===== src/rtl/bitcoin_nonce_scheduler_pkg.sv =====
// Shared types and constants for the nonce scheduler slice.
// The optional target comparator is enabled with the SCHED_TARGET_CMP_EN macro.
package bitcoin_sched_pkg;

  typedef enum logic [1:0] {
    IDLE = 2'd0,
    RUN  = 2'd1,
    DONE = 2'd2
  } sched_state_t;

  localparam int NONCE_W = 32;
  localparam int CNT_W   = 17;

  // Index width for n cores; never zero so a single-core build still has a pointer bit.
  function automatic int core_idx_w(input int n);
    return (n > 1) ? $clog2(n) : 1;
  endfunction

endpackage


===== src/rtl/bitcoin_nonce_scheduler_if.sv =====
// Hash-core array and result-memory write port bundle of the nonce scheduler.
// Handshakes: core_start/core_done are one-cycle pulses (core_hash valid with core_done); mem_we is a one-cycle write strobe with no backpressure.
interface bitcoin_nonce_scheduler_if #(
  parameter int NUM_CORES = 4,
  parameter int ADDR_W    = 16
) ();
  logic [ADDR_W-1:0]       core_msg_addr;
  logic [NUM_CORES-1:0]    core_start;
  logic [31:0]             core_nonce;
  logic [NUM_CORES-1:0]    core_done;
  logic [32*NUM_CORES-1:0] core_hash;
  logic                    mem_we;
  logic [ADDR_W-1:0]       mem_addr;
  logic [31:0]             mem_write_data;

  modport master (
    output core_msg_addr, core_start, core_nonce, mem_we, mem_addr, mem_write_data,
    input  core_done, core_hash
  );

  modport slave (
    input  core_msg_addr, core_start, core_nonce, mem_we, mem_addr, mem_write_data,
    output core_done, core_hash
  );
endinterface


===== src/rtl/bitcoin_nonce_scheduler_rr_arbiter.sv =====
// Combinational round-robin arbiter: first request at or after ptr wins.
module rr_arbiter
  import bitcoin_sched_pkg::*;
#(
  parameter int N  = 4,
  parameter int IW = core_idx_w(N)
) (
  input  logic [N-1:0]  req,
  input  logic [IW-1:0] ptr,
  output logic [N-1:0]  grant,
  output logic [IW-1:0] grant_idx,
  output logic          grant_valid
);

  localparam logic [IW:0] NL = (IW+1)'(N);

  logic [N-1:0] rot;
  logic [IW:0]  pos;

  always_comb begin
    grant       = '0;
    grant_idx   = '0;
    grant_valid = 1'b0;
    pos         = '0;
    // Rotate so bit 0 is the request at ptr, then map the winner back.
    rot = N'({req, req} >> ptr);
    for (int k = 0; k < N; k++) begin
      if (!grant_valid && rot[k]) begin
        grant_valid = 1'b1;
        pos = {1'b0, ptr} + (IW+1)'(k);
        if (pos >= NL) pos = pos - NL;
        grant_idx = pos[IW-1:0];
      end
    end
    for (int k = 0; k < N; k++) begin
      grant[k] = grant_valid && (grant_idx == IW'(k));
    end
  end

endmodule


===== src/rtl/bitcoin_nonce_scheduler.sv =====
// Nonce sweep scheduler: dispatches nonces to idle cores, captures H0, writes results round-robin.
// Define SCHED_TARGET_CMP_EN to add the target comparator (target/found/found_nonce).
module bitcoin_nonce_scheduler
  import bitcoin_sched_pkg::*;
#(
  parameter int NUM_CORES   = 4,
  parameter int NONCE_COUNT = 16,
  parameter int ADDR_W      = 16
) (
  input  logic              clk,
  input  logic              reset_n,
  input  logic              start,
  input  logic [ADDR_W-1:0] message_addr,
  input  logic [ADDR_W-1:0] output_addr,
  output logic              done,
  output logic              busy,
  output logic              err,
  output sched_state_t      state_dbg,
`ifdef SCHED_TARGET_CMP_EN
  input  logic [31:0]       target,
  output logic              found,
  output logic [31:0]       found_nonce,
`endif
  bitcoin_nonce_scheduler_if.master bus
);

  localparam int               CIW         = core_idx_w(NUM_CORES);
  localparam logic [CNT_W-1:0] NONCE_TOTAL = CNT_W'(NONCE_COUNT);
  localparam logic [CIW-1:0]   LAST_IDX    = CIW'(NUM_CORES - 1);

  sched_state_t state, state_n;

  logic [ADDR_W-1:0]    msg_addr_q, out_addr_q;
  logic [CNT_W-1:0]     next_nonce, issued, written;
  logic [NUM_CORES-1:0] busy_q, slot_valid;
  logic [CNT_W-1:0]     slot_nonce [NUM_CORES];
  logic [31:0]          slot_hash  [NUM_CORES];
  logic [CIW-1:0]       rr_ptr;
  logic                 err_q;

  logic                 start_acc;
  logic                 disp_valid;
  logic [NUM_CORES-1:0] disp_oh;
  logic [NUM_CORES-1:0] cap, stray, req;
  logic [NUM_CORES-1:0] grant;
  logic [CIW-1:0]       gnt_idx;
  logic                 gnt_valid;
  logic [CNT_W-1:0]     gnt_nonce;
  logic [31:0]          gnt_hash;

  always_comb begin
    state_n   = state;
    start_acc = 1'b0;
    case (state)
      IDLE: if (start) begin
        state_n   = RUN;
        start_acc = 1'b1;
      end
      RUN:  if (written == NONCE_TOTAL) state_n = DONE;
      DONE: state_n = IDLE;
      default: state_n = IDLE;
    endcase
  end

  // Lowest-index core that is neither computing nor holding an unwritten result.
  always_comb begin
    disp_valid = 1'b0;
    disp_oh    = '0;
    if (state == RUN && issued < NONCE_TOTAL) begin
      for (int i = 0; i < NUM_CORES; i++) begin
        if (!disp_valid && !busy_q[i] && !slot_valid[i]) begin
          disp_valid = 1'b1;
          disp_oh[i] = 1'b1;
        end
      end
    end
  end

  assign cap   = bus.core_done & busy_q;
  assign stray = bus.core_done & ~busy_q;
  assign req   = (state == RUN) ? slot_valid : '0;

  rr_arbiter #(.N(NUM_CORES), .IW(CIW)) u_wr_arb (
    .req         (req),
    .ptr         (rr_ptr),
    .grant       (grant),
    .grant_idx   (gnt_idx),
    .grant_valid (gnt_valid)
  );

  always_comb begin
    gnt_nonce = '0;
    gnt_hash  = '0;
    for (int i = 0; i < NUM_CORES; i++) begin
      if (grant[i]) begin
        gnt_nonce = slot_nonce[i];
        gnt_hash  = slot_hash[i];
      end
    end
  end

  always_ff @(posedge clk or negedge reset_n) begin
    if (!reset_n) begin
      state              <= IDLE;
      msg_addr_q         <= '0;
      out_addr_q         <= '0;
      next_nonce         <= '0;
      issued             <= '0;
      written            <= '0;
      busy_q             <= '0;
      slot_valid         <= '0;
      rr_ptr             <= '0;
      err_q              <= 1'b0;
      bus.core_start     <= '0;
      bus.core_nonce     <= '0;
      bus.mem_we         <= 1'b0;
      bus.mem_addr       <= '0;
      bus.mem_write_data <= '0;
      for (int i = 0; i < NUM_CORES; i++) begin
        slot_nonce[i] <= '0;
        slot_hash[i]  <= '0;
      end
    end else begin
      state          <= state_n;
      bus.core_start <= disp_oh;
      bus.mem_we     <= gnt_valid;
      err_q          <= start_acc ? 1'b0 : (err_q | (|stray));
      if (start_acc) begin
        msg_addr_q <= message_addr;
        out_addr_q <= output_addr;
        next_nonce <= '0;
        issued     <= '0;
        written    <= '0;
        rr_ptr     <= '0;
      end
      if (disp_valid) begin
        bus.core_nonce <= NONCE_W'(next_nonce);
        next_nonce     <= next_nonce + 1'b1;
        issued         <= issued + 1'b1;
      end
      if (gnt_valid) begin
        bus.mem_addr       <= out_addr_q + ADDR_W'(gnt_nonce);
        bus.mem_write_data <= gnt_hash;
        rr_ptr             <= (gnt_idx == LAST_IDX) ? '0 : gnt_idx + 1'b1;
        written            <= written + 1'b1;
      end
      // dispatch needs busy=0, capture busy=1, grant slot_valid=1: never the same slot twice.
      for (int i = 0; i < NUM_CORES; i++) begin
        if (disp_oh[i]) begin
          busy_q[i]     <= 1'b1;
          slot_nonce[i] <= next_nonce;
        end
        if (cap[i]) begin
          busy_q[i]     <= 1'b0;
          slot_valid[i] <= 1'b1;
          slot_hash[i]  <= bus.core_hash[32*i +: 32];
        end
        if (grant[i]) slot_valid[i] <= 1'b0;
      end
    end
  end

`ifdef SCHED_TARGET_CMP_EN
  logic [31:0] target_q;

  always_ff @(posedge clk or negedge reset_n) begin
    if (!reset_n) begin
      target_q    <= '0;
      found       <= 1'b0;
      found_nonce <= '0;
    end else if (start_acc) begin
      target_q    <= target;
      found       <= 1'b0;
      found_nonce <= '0;
    end else if (gnt_valid && !found && (gnt_hash < target_q)) begin
      found       <= 1'b1;
      found_nonce <= NONCE_W'(gnt_nonce);
    end
  end
`endif

  assign bus.core_msg_addr = msg_addr_q;
  assign done      = (state == DONE);
  assign busy      = (state != IDLE);
  assign err       = err_q;
  assign state_dbg = state;

endmodule

===== src/flat_wrapper.sv =====
// flat-port wrapper written by rule: the top's interface ports become plain ports
module bitcoin_nonce_scheduler_flat import bitcoin_sched_pkg::*;
#(
  parameter int NUM_CORES   = 4,
  parameter int NONCE_COUNT = 16,
  parameter int ADDR_W      = 16
)
  (clk, reset_n, start, message_addr, output_addr, done, busy, err, state_dbg, bus_core_msg_addr, bus_core_start, bus_core_nonce, bus_mem_we, bus_mem_addr, bus_mem_write_data, bus_core_done, bus_core_hash);
  bitcoin_nonce_scheduler_if #(.NUM_CORES(NUM_CORES), .ADDR_W(ADDR_W)) bus_i ();
  input  logic clk;
  input  logic reset_n;
  input  logic start;
  input  logic [ADDR_W-1:0] message_addr;
  input  logic [ADDR_W-1:0] output_addr;
  output logic done;
  output logic busy;
  output logic err;
  output sched_state_t state_dbg;
  output wire logic [$bits(bus_i.core_msg_addr)-1:0] bus_core_msg_addr;
  output wire logic [$bits(bus_i.core_start)-1:0] bus_core_start;
  output wire logic [$bits(bus_i.core_nonce)-1:0] bus_core_nonce;
  output wire logic [$bits(bus_i.mem_we)-1:0] bus_mem_we;
  output wire logic [$bits(bus_i.mem_addr)-1:0] bus_mem_addr;
  output wire logic [$bits(bus_i.mem_write_data)-1:0] bus_mem_write_data;
  input wire logic [$bits(bus_i.core_done)-1:0] bus_core_done;
  input wire logic [$bits(bus_i.core_hash)-1:0] bus_core_hash;
  assign bus_core_msg_addr = bus_i.core_msg_addr;
  assign bus_core_start = bus_i.core_start;
  assign bus_core_nonce = bus_i.core_nonce;
  assign bus_mem_we = bus_i.mem_we;
  assign bus_mem_addr = bus_i.mem_addr;
  assign bus_mem_write_data = bus_i.mem_write_data;
  assign bus_i.core_done = bus_core_done;
  assign bus_i.core_hash = bus_core_hash;
  bitcoin_nonce_scheduler #(.NUM_CORES(NUM_CORES), .NONCE_COUNT(NONCE_COUNT), .ADDR_W(ADDR_W)) u_core (.clk(clk), .reset_n(reset_n), .start(start), .message_addr(message_addr), .output_addr(output_addr), .done(done), .busy(busy), .err(err), .state_dbg(state_dbg), .bus(bus_i));
endmodule

===== config.mk =====
export PLATFORM = sky130hd
export DESIGN_NAME = bitcoin_nonce_scheduler_flat
export DESIGN_NICKNAME = d
export VERILOG_FILES = /design/src/rtl/bitcoin_nonce_scheduler_pkg.sv /design/src/rtl/bitcoin_nonce_scheduler_if.sv /design/src/rtl/bitcoin_nonce_scheduler_rr_arbiter.sv /design/src/rtl/bitcoin_nonce_scheduler.sv /design/src/flat_wrapper.sv
export SDC_FILE = /design/constraint.sdc
export NUM_CORES = 1
export LEC_CHECK = 0
export CAP_MARGIN = 0
export CORE_MARGIN = 10
export CORE_UTILIZATION = 58
export DETAILED_ROUTE_END_ITERATION = 7
export HOLD_SLACK_MARGIN = 0.08
export PLACE_DENSITY = 0.87
export SLEW_MARGIN = 20
export SYNTH_ARGS = -nofsm -noshare
export SYNTH_HDL_FRONTEND = slang
export SYNTH_SLANG_ARGS = --single-unit

===== constraint.sdc =====
create_clock -name clk -period 11.9 [get_ports clk]
set_clock_uncertainty 0.1 [all_clocks]
set_input_delay 1.785 -clock clk [delete_from_list [all_inputs] [get_ports clk]]
set_output_delay 1.785 -clock clk [all_outputs]
set_load 0.02 [all_outputs]

==> impl_metrics.csv, run 1 <==
group,metric,value,unit
outcome,status,"completed",
synthesis,synth.top_cell.area_share,55.22,%
power_and_ir_drop,cellPowerDensity,307.6,nW/um^2
synthesis,ys_warn_count,0,
setup_path,cp-end-kind,"flip-flop",
placed_design,io_buffers,257,
floorplanning,die_h,187.3,um
global_routing,grt_max_degree,157,
cts,worstSkewPairLatency,0.54,ns
synthesis,yosys_most_used_dff,"dfrtp_1",
timing,fin_crit,5.521,ns
synthesis,avgSynthCellArea,10.96,um^2
timing,setup_viol,0,
synthesis,synthArstFlopShare,100.0,%
power_and_ir_drop,p_leak,9.124,nW
cts,clkSlewWorstSetupHoldPaths,0.06,ns
placed_design,post_dp_cell_area,19040,um^2
detailed_routing,vias,12370,
cts,clockBufferDepth,3,
floorplanning,num_io_pins,273,
synthesis,synth_top_area_cell,"dfrtp_1",
cts,root_buffer,"clkbuf_16",
final_layout,finalNonFillerCells,2110,
synthesis,synthTopCellsByArea,"dfrtp_1 (55%), mux2_2 (13%), nand2_1 (6.1%), a21oi_1 (2.7%), o21ai_0 (2.6%)",
synthesis,synth-simple-area-share,14.34,%
detailed_routing,viasPerCell,5.862,
detailed_routing,ant_nets,0,
synthesis,ys_types,63,
detailed_routing,route.detailed.drc,0,
synthesis,synth_seq_cells,358,
final_layout,final_cell_area,20410,um^2
final_layout,utilization,73.65,%
timing,timing.final.ws_setup,6.379,ns
timing,slew_viol_final,0,
detailed_routing,drt_iter0_markers,921,
setup_path,arrival,5.89,ns
synthesis,synthCells,1480,
placed_design,pre_cts_ws,6.483,ns
synthesis,synthAdderAreaFrac,2.051,%
synthesis,synth_compound_area_share,9.879,%
hold_path,min_path_type,"flip-flop to flip-flop",
global_routing,grt_pass1_vias,12850,
timing,slew_headroom,25.98,%
final_layout,fill_cells,1807,
final_layout,drive_gt1_share,16.71,%
cts,cts_max_level,2,
global_routing,grt_pass1_wl,71.68,mm
timing,fin_tns_setup,0,ns
final_layout,areaGrowthSynthToFinish,25.77,%
placed_design,gp_congestion,0.8748,
global_routing,grt.overflow.total,0,
synthesis,synth-xor-area-share,0.7018,%
synthesis,synth_edf_count,0,
final_layout,finalNetCount,1895,
setup_path,cp-start-kind,"flip-flop",
synthesis,muxShareOfSynthArea,14.50,%
global_routing,grt_usage,25.26,%
setup_path,worst_ep_required_time,12.26,ns
timing,tightest_slew,1.108,ns
synthesis,ys_seq_area_share,55.22,%
global_routing,antenna_found_initial,3,
cts,cts_setup_buffers,0,
detailed_routing,routed_wl,45.52,mm
placed_design,dp.cells,2039,
floorplanning,start_util,58.56,%
timing,clock.fmax,181.1,MHz
cts,cts_hold_buffers,0,
floorplanning,dieArea,35060,um^2
setup_path,cp_max_fo,57,
synthesis,synth_top_family_by_area,"multiplexers",
timing,rsz0062_at_grt,"false",
setup_path,critPathKind,"flip-flop to flip-flop",
placed_design,dp_hpwl,30.37,mm
detailed_routing,dr.pass1.iters,7,
cts,tritoncts,"yes",
cts,cts_inserted_buffers,38,
floorplanning,rows,61,
synthesis,syn-cell-area,16220,um^2
floorplanning,chipWidth,187.3,um
cts,tritoncts_num_sinks,358,
power_and_ir_drop,vdd_drop_max,0.2659,mV
timing,final_hold_viol_count,0,
cts,cts_resized,0,
run,drv_cap,0,
detailed_routing,drt-wirelength-per-cell,21.57,um
floorplanning,coreArea,27710,um^2
timing,fin_crit_sh,46.40,%
## worst paths after layout
path                       slack [ns]                     start  cells past startpoint                          end
max                              6.38          u_core.rr_ptr[0]                     19      u_core.bus.mem_addr[15]
min                              0.37  u_core.bus.core_nonce[1]                      2     u_core.bus.core_nonce[1]
max reg2reg                      6.38          u_core.rr_ptr[0]                     19      u_core.bus.mem_addr[15]
min reg2reg                      0.37  u_core.bus.core_nonce[1]                      2     u_core.bus.core_nonce[1]
max in group asynchronous        8.16                   reset_n                      3         u_core.slot_hash[80]
min in group asynchronous        1.25                   reset_n                      1  u_core.bus.core_msg_addr[0]
## synthesized netlist by cell type (4+ instances only)
| cell type | count |
|---|---|
| nor4_1 | 4 |
| nand2_1 | 263 |
| xor2_1 | 9 |
| mux2i_1 | 16 |
| a21oi_1 | 86 |
| clkbuf_1 | 66 |
| inv_1 | 16 |
| a221oi_1 | 41 |
| o31ai_1 | 9 |
| nor2b_1 | 45 |
| and2_1 | 16 |
| o21ai_0 | 84 |
| mux2_4 | 8 |
| buf_4 | 16 |
| nand2b_1 | 6 |
| o211ai_1 | 8 |
| buf_1 | 19 |
| o21bai_1 | 4 |
| ha_1 | 25 |
| mux2_2 | 183 |
| nor3_1 | 45 |
| nand3_1 | 21 |
| and4_1 | 5 |
| xnor2_1 | 4 |
| nor2_1 | 47 |
| dfrtp_1 | 358 |
| o21a_1 | 4 |
| nand4_1 | 7 |
| and3_1 | 8 |
| a21o_1 | 6 |
| nand3b_1 | 8 |
## layout make-up
type	instances	area [um^2]	share of cell area, %
sequential	358	8959	43.90
multi-input combinational	1015	6834	33.49
timing repair buffer	273	2730	13.38
clock buffer	51	1080	5.292
tap	378	473.0	2.318
clock inverter	16	262.8	1.288
inverter	16	60.06	0.2943
antenna	3	7.507	0.03679
## metrics by stage
step	total power, mW	hold WS [ns]
floorplan	3.992	0.3390
finish	6.276	0.3675
global placement	4.787	0.3492
CTS	6.245	0.3725
detailed placement	4.923	0.3596
global route	6.660	0.3883
## placed cells by master, fill, tap and decap left out, drive strengths merged, types with 9 or more instances in the layout
cell type,n
a21oi,86
conb,15
nand3,21
nor2b,45
nor2,48
mux2,192
nand2,263
and2,16
o31ai,9
a221oi,41
ha,25
clkdlybuf4s50,256
inv,19
dfrtp,358
clkbuf,51
mux2i,16
nor3,47
xor2,9
buf,17
o21ai,84
## worst max-delay path: stages (launching register included)
cell and delay (ns):
dfrtp_1 0.59, mux2_2 0.41, or3b_2 0.44, a22oi_1 0.18
o211ai_1 0.16, inv_1 0.18, ha_2 0.18, buf_4 0.53
nor2b_4 0.36, a221oi_1 0.36, nor3_1 0.07, a21oi_1 0.14
nor2_1 0.06, ha_1 0.38, o21a_1 0.18, o21ai_0 0.10
o211ai_1 0.30, a21oi_1 0.15, or4_1 0.41, nand3_1 0.10
## power breakdown
group          total [mW]  internal, mW  switching [mW]  leakage [nW]
logic                2.95          1.27            1.68          4.05
clock network        1.27         0.771           0.495         0.645
registers            2.06          1.72           0.340          4.43
## per-layer routing
layer  vias up  share of wire (%)  track usage [%]
met5         -                  0                0
met4         0                3.6            10.20
met3       117                6.2            4.474
met2       481                 49            42.17
met1      6170                 41            31.95
li1       5601                  -                -
## registers in the layout, summed over array words and instances (netlist names), 4 cells and up
| name | cells |
|---|---|
| u_core.bus.core_start | 4 |
| u_core.written | 17 |
| u_core.next_nonce | 17 |
| u_core.slot_nonce | 64 |
| u_core.bus.core_msg_addr | 16 |
| u_core.bus.core_nonce | 17 |
| u_core.bus.mem_addr | 16 |
| u_core.out_addr_q | 16 |
| u_core.bus.mem_write_data | 32 |
| u_core.issued | 17 |
| u_core.slot_valid | 4 |
| u_core.slot_hash | 128 |
| u_core.busy_q | 4 |
## logic make-up (layout without fill, tap and decap cells)
| group | count (synthesis) | after routing |
|---|---|---|
| buffers and inverters | 121 | 356 |
| adders and majority gates | 26 | 26 |
| and+or+nand+nor | 492 | 492 |
| other | 1 | 18 |
| AOI/OAI and AO/OA | 261 | 261 |
| xor gates and xnor gates | 13 | 13 |
| muxes | 208 | 208 |
| DFF | 358 | 358 |
(Power assumes the default switching activity.)
==> run 2: changes to the inputs <==
--- a/config.mk
+++ b/config.mk
@@ -7,10 +7,10 @@
 export LEC_CHECK = 0
 export CAP_MARGIN = 0
 export CORE_MARGIN = 10
-export CORE_UTILIZATION = 58
+export CORE_UTILIZATION = 54
 export DETAILED_ROUTE_END_ITERATION = 7
 export HOLD_SLACK_MARGIN = 0.08
-export PLACE_DENSITY = 0.87
+export PLACE_DENSITY = 0.82
 export SLEW_MARGIN = 20
 export SYNTH_ARGS = -nofsm -noshare
 export SYNTH_HDL_FRONTEND = slang
==> constraint.sdc (replaced) <==
create_clock -name clk -period 5.55 [get_ports clk]
set_clock_uncertainty 0.1 [all_clocks]
set_input_delay 0.8325 -clock clk [delete_from_list [all_inputs] [get_ports clk]]
set_output_delay 0.8325 -clock clk [all_outputs]
set_load 0.02 [all_outputs]
==> run 2 against run 1 <==
Core utilization fell by 5.0 points. Final cell count rose by 1.0%. Register-to-register slack got worse by 5.8 ns. Flip-flop and latch count did not move. Setup slack got worse by 5.8 ns. Total power rose by 110%. Worst hold slack got worse by 0.17 ns. Sequential power rose by 110%. Critical endpoint is now u_core.bus.mem_addr[13]. Critical path type unchanged. Combinational power rose by 110%. Via count fell by 0.80%. Critical path depth rose by 1.
==> impl_metrics.csv, run 2 (synthesized netlist as in run 1, its figures left out) <==
group,metric,value,unit
outcome,status,"completed",
timing,fin_tns_setup,0,ns
timing,clock.fmax,199.7,MHz
floorplanning,num_io_pins,273,
power_and_ir_drop,cellPowerDensity,646.7,nW/um^2
detailed_routing,dr.pass1.iters,5,
global_routing,grt_pass1_vias,12570,
hold_path,min_path_type,"primary input to asynchronous set/reset pin",
detailed_routing,viasPerCell,5.755,
cts,root_buffer,"clkbuf_16",
timing,tightest_slew,1.024,ns
floorplanning,dieArea,37380,um^2
timing,fin_crit_sh,90.24,%
setup_path,crit_top_cell,"a21oi_1",
setup_path,critPathKind,"flip-flop to flip-flop",
setup_path,worst_ep_required_time,5.81,ns
setup_path,crit_family,"compound AO/OA/AOI/OAI gates",
setup_path,cp-end-kind,"flip-flop",
setup_path,slowest_stage,"dfrtp_1",
cts,tritoncts,"yes",
final_layout,layout_commonest_cell,"dfrtp_1",
cts,cts_hold_buffers,0,
global_routing,grt_max_degree,125,
setup_path,critical-path-max-stage-delay,0.59,ns
cts,cts_max_level,2,
cts,clkSlewWorstSetupHoldPaths,0.06,ns
final_layout,top_register,"u_core.slot_hash",
timing,slew_viol_final,0,
floorplanning,coreArea,29640,um^2
detailed_routing,drt_iter0_markers,845,
final_layout,drive_gt1_share,16.76,%
final_layout,finalNetCount,1901,
timing,whs,0.1947,ns
cts,cts_inserted_buffers,39,
timing,final_hold_viol_count,0,
detailed_routing,route.detailed.drc,0,
cts,cts_setup_buffers,0,
setup_path,cp_num_buf_inv,2,
global_routing,antenna_found_initial,6,
floorplanning,start_util,54.74,%
global_routing,grt_pass1_wl,69.72,mm
setup_path,arrival,5.27,ns
placed_design,dp_hpwl,30.52,mm
detailed_routing,drt-wirelength-per-cell,20.42,um
cts,worstSkewPairLatency,0.53,ns
cts,clockBufferDepth,3,
power_and_ir_drop,vdd_drop_max,0.3475,mV
final_layout,largest_reg_flops,128,
setup_path,crit_chain,"mux2_2, or3b_2, a22oi_1, o211ai_1, inv_1, ha_2, buf_4, nand2_1, a21oi_1, a21oi_1, nor2_1, a21oi_1, nor2_1, ha_1, a21o_1, a211oi_1, o211ai_1, a41oi_1, xor2_1, o21ai_0",
floorplanning,chipWidth,193.3,um
detailed_routing,ant_nets,0,
detailed_routing,vias,12270,
final_layout,fill_cells,2120,
power_and_ir_drop,p_leak,9.102,nW
cts,cts_resized,0,
setup_path,cp_max_fo,21,
power_and_ir_drop,power,13.15,mW
setup_path,cp-start-kind,"flip-flop",
cts,tritoncts_num_sinks,358,
timing,slew_headroom,31.72,%
run,drv_cap,0,
final_layout,areaGrowthSynthToFinish,25.34,%
global_routing,grt_usage,22.60,%
placed_design,io_buffers,257,
timing,fin_crit,5.008,ns
detailed_routing,routed_wl,43.53,mm
timing,setup_viol,0,
global_routing,grt.overflow.total,0,
placed_design,gp_congestion,0.8839,
floorplanning,rows,63,
final_layout,reg_top3,"u_core.slot_hash x128, u_core.slot_nonce x64, u_core.bus.mem_write_data x32",
floorplanning,die_h,193.3,um
timing,rsz0062_at_grt,"false",
final_layout,mostFrequentLayoutCells,"dfrtp_1 (358), nand2_1 (261), clkdlybuf4s50_1 (256)",
[run 2: cell types whose count changed in the layout (fill, tap and decap cells not counted), moves of 3 or more]
cell       change
clkinv_2       +4
clkbuf_1       +6
diode_2        +3
clkbuf_8       -3
buf_4          +6
bufinv_16      -4
[run 2: routing by layer]
layer,vias up,global-route usage [%],share of wire (%)
met3,79,4.322,5.9
met1,6151,28.70,42
met4,0,8.298,3.1
li1,5601,-,-
met2,439,37.68,49
met5,-,0,0
[run 2: worst paths after layout]
kind                                     startpoint                       end  slack (ns)  cells past startpoint
max                                u_core.rr_ptr[0]   u_core.bus.mem_addr[13]        0.54                     20
min reg2reg                u_core.bus.core_nonce[6]  u_core.bus.core_nonce[6]        0.37                      2
min in group clk           u_core.bus.core_nonce[6]  u_core.bus.core_nonce[6]        0.37                      2
min                                         reset_n  u_core.bus.core_nonce[0]        0.19                      1
max reg2reg                        u_core.rr_ptr[0]   u_core.bus.mem_addr[13]        0.54                     20
max in group asynchronous                   reset_n     u_core.slot_nonce[13]        3.68                      2
[run 2: power breakdown]
part	internal (mW)	total (mW)	switching (mW)
clock	1.46	2.50	1.03
combinational	2.75	6.26	3.51
sequential	3.69	4.39	0.707
[run 2: worst register-to-register path: stages, from the launching register on]
cell	delay (ns)
dfrtp_1	0.59
mux2_2	0.41
or3b_2	0.45
a22oi_1	0.18
o211ai_1	0.16
inv_1	0.18
ha_2	0.35
buf_4	0.33
nand2_1	0.09
a21oi_1	0.15
a21oi_1	0.06
nor2_1	0.11
a21oi_1	0.05
nor2_1	0.15
ha_1	0.28
a21o_1	0.20
a211oi_1	0.30
o211ai_1	0.19
a41oi_1	0.27
xor2_1	0.16
o21ai_0	0.09
[run 2: stage by stage]
stage,area [um^2],setup slack [ns],utilization [%],std cells
6_report,20340,0.5417,68.61,2132
5_1_grt,20340,0.1699,68.61,2132
4_1_cts,20320,0.5719,68.56,2126
3_5_place_dp,19100,0.5781,64.43,2057
3_3_place_gp,19080,0.7325,64.37,2056
2_1_floorplan,16280,0.9872,-,1494
[run 2: final cells by class]
class / count / area, um^2 / area share, %
clock buffers: 55 / 1086 / 5.341
repair buffers: 278 / 2755 / 13.55
flip-flops and latches: 358 / 8959 / 44.05
diodes: 6 / 15.01 / 0.07383
multi-input cells: 1015 / 6835 / 33.61
well taps: 390 / 488.0 / 2.400
inverters: 16 / 60.06 / 0.2953
clock inverters: 14 / 137.6 / 0.6768
==> run 3: changes to the inputs <==
--- a/config.mk
+++ b/config.mk
@@ -7,10 +7,10 @@
 export LEC_CHECK = 0
 export CAP_MARGIN = 0
 export CORE_MARGIN = 10
-export CORE_UTILIZATION = 54
+export CORE_UTILIZATION = 35
 export DETAILED_ROUTE_END_ITERATION = 7
 export HOLD_SLACK_MARGIN = 0.08
-export PLACE_DENSITY = 0.82
+export PLACE_DENSITY_LB_ADDON = 0.25
 export SLEW_MARGIN = 20
 export SYNTH_ARGS = -nofsm -noshare
 export SYNTH_HDL_FRONTEND = slang
==> run 3 against run 2 <==
Register-to-register slack got worse by 0.02 ns. Clock-buffer cell count increased by 9. Critical path depth decreased by 4. Critical path type unchanged. Setup slack got worse by 0.024 ns. Sequential power about the same. Total power increased by 2.7%. Largest cell class unchanged. Via count decreased by 3.0%. Clock power increased by 13%.
==> impl_metrics.csv, run 3 (synthesized netlist as in run 1, its figures left out) <==
group,metric,value,unit
outcome,status,"completed",
final_layout,reg_top3,"u_core.slot_hash x128, u_core.slot_nonce x64, u_core.bus.mem_write_data x32",
setup_path,critPathKind,"flip-flop to flip-flop",
setup_path,cp-end-kind,"flip-flop",
setup_path,r2r_cells,16,
setup_path,slowest_stage,"nor2b_4",
floorplanning,coreArea,45580,um^2
power_and_ir_drop,p_leak,9.205,nW
final_layout,mostFrequentLayoutCells,"dfrtp_1 (358), nand2_1 (260), clkdlybuf4s50_1 (256)",
detailed_routing,routed_wl,46.71,mm
timing,whs,0.1660,ns
global_routing,grt_max_degree,108,
setup_path,timing.rr.start,"u_core.rr_ptr[0]",
setup_path,cp_num_buf_inv,0,
power_and_ir_drop,cellPowerDensity,649.4,nW/um^2
timing,fin_tns_setup,0,ns
timing,slew_viol_final,0,
timing,tightest_slew,1.047,ns
cts,cts_resized,0,
timing,rsz0062_at_grt,"false",
detailed_routing,route.detailed.drc,0,
placed_design,io_buffers,257,
global_routing,grt.overflow.total,0,
setup_path,critical-path-max-stage-delay,0.61,ns
floorplanning,die_h,235.3,um
cts,cts_hold_buffers,0,
cts,worstSkewPairLatency,0.56,ns
placed_design,dp_hpwl,32.47,mm
power_and_ir_drop,vdd_drop_max,0.2878,mV
detailed_routing,viasPerCell,5.080,
cts,cts_max_level,2,
setup_path,arrival,5.34,ns
detailed_routing,ant_nets,0,
detailed_routing,drt_iter0_markers,778,
detailed_routing,vias,11910,
final_layout,areaGrowthSynthToFinish,28.19,%
final_layout,drive_gt1_share,17.23,%
final_layout,fill_cells,4228,
setup_path,cp_max_fo,17,
setup_path,r2r_end,"u_core.bus.mem_addr[13]",
global_routing,grt_usage,16.52,%
final_layout,top_register,"u_core.slot_hash",
floorplanning,dieArea,55370,um^2
timing,fin_crit_sh,90.67,%
detailed_routing,drt-wirelength-per-cell,19.93,um
timing,clock.fmax,198.7,MHz
cts,cts_setup_buffers,0,
detailed_routing,dr.pass1.iters,5,
global_routing,antenna_found_initial,4,
floorplanning,start_util,35.60,%
global_routing,grt_pass1_wl,73.69,mm
cts,tritoncts_num_sinks,358,
setup_path,crit_chain,"mux2_2, o221a_2, o21ai_0, ha_1, nor2b_4, a221oi_1, nor3_1, a21oi_1, nor2_1, ha_1, a21o_1, a211oi_1, o211ai_1, a41oi_1, xor2_1, o21ai_0",
floorplanning,chipWidth,235.3,um
final_layout,finalNetCount,1902,
setup_path,worst_ep_required_time,5.86,ns
hold_path,min_path_type,"primary input to asynchronous set/reset pin",
timing,final_hold_viol_count,0,
setup_path,cp-start-kind,"flip-flop",
setup_path,rrSetupSlack,0.52,ns
floorplanning,rows,78,
floorplanning,num_io_pins,273,
setup_path,crit_family,"compound AO/OA/AOI/OAI gates",
cts,cts_inserted_buffers,42,
timing,fin_crit,5.032,ns
cts,tritoncts,"yes",
timing,setup_viol,0,
cts,clockBufferDepth,3,
run,drv_cap,0,
cts,clkSlewWorstSetupHoldPaths,0.06,ns
final_layout,layout_commonest_cell,"dfrtp_1",
cts,root_buffer,"clkbuf_16",
placed_design,gp_congestion,0.8057,
timing,slew_headroom,29.98,%
final_layout,largest_reg_flops,128,
global_routing,grt_pass1_vias,12370,
==> run 3: cell count changes in the layout (fill, tap and decap cells not counted), moves of 2 or more <==
cell,delta
buf_4,-2
nand2_2,+2
diode_2,-3
clkinvlp_4,-3
clkbuf_8,+6
clkbuf_16,+6
clkbuf_1,-3
==> run 3: power breakdown <==
group          internal (mW)  switching (mW)  leakage, nW
Sequential              3.68           0.689         4.43
Clock                   1.72            1.11        0.708
Combinational           2.77            3.54         4.07
==> run 3: layout make-up <==
type                            instances  area [um^2]  share of cell area (%)
Clock inverter                         12        120.1                  0.5775
Multi-Input combinational cell       1015         6849                   32.93
Sequential cell                       358         8959                   43.07
Clock buffer                           64         1308                   6.286
Inverter                               16        60.06                  0.2888
Tap cell                              600        750.7                   3.609
Antenna cell                            3        7.507                 0.03609
Timing Repair Buffer                  276         2745                   13.20
==> run 3: worst max-delay path by stage <==
| stage | startpoint | end | slack, ns | cells past startpoint |
|---|---|---|---|---|
| floorplan | u_core.state_dbg[0] | u_core.bus.mem_addr[14] | 0.99 | 23 |
| global placement | u_core.rr_ptr[0] | u_core.bus.mem_addr[13] | 0.54 | 18 |
| detailed placement | u_core.rr_ptr[0] | u_core.bus.mem_addr[13] | 0.42 | 18 |
| CTS | u_core.rr_ptr[0] | u_core.bus.mem_addr[13] | 0.41 | 18 |
| global route | u_core.state_dbg[0] | u_core.bus.mem_addr[13] | 0.02 | 18 |
| finish | u_core.rr_ptr[0] | u_core.bus.mem_addr[13] | 0.52 | 16 |
==> run 3: per-layer routing <==
layer	up-vias	part of all wire, %	wire length (um)	track usage (%)
li1	5620	-	-	-
met1	5956	44	20640	21.33
met2	273	48	22650	27.24
met3	56	5.3	2463	3.637
met4	2	2.0	945	4.900
met5	-	0.019	9	0
==> run 3: metrics by stage <==
step	instance area, um^2	util [%]	setup WS [ns]	instances	total power, mW
finish	20800	45.64	0.5181	2344	13.51
detailed placement	19350	42.46	0.4203	2265	10.75
global route	20800	45.64	0.01589	2344	14.54
CTS	20780	45.60	0.4071	2341	13.62
floorplan	16280	-	0.9872	1494	8.560
global placement	19350	42.46	0.5379	2265	10.60
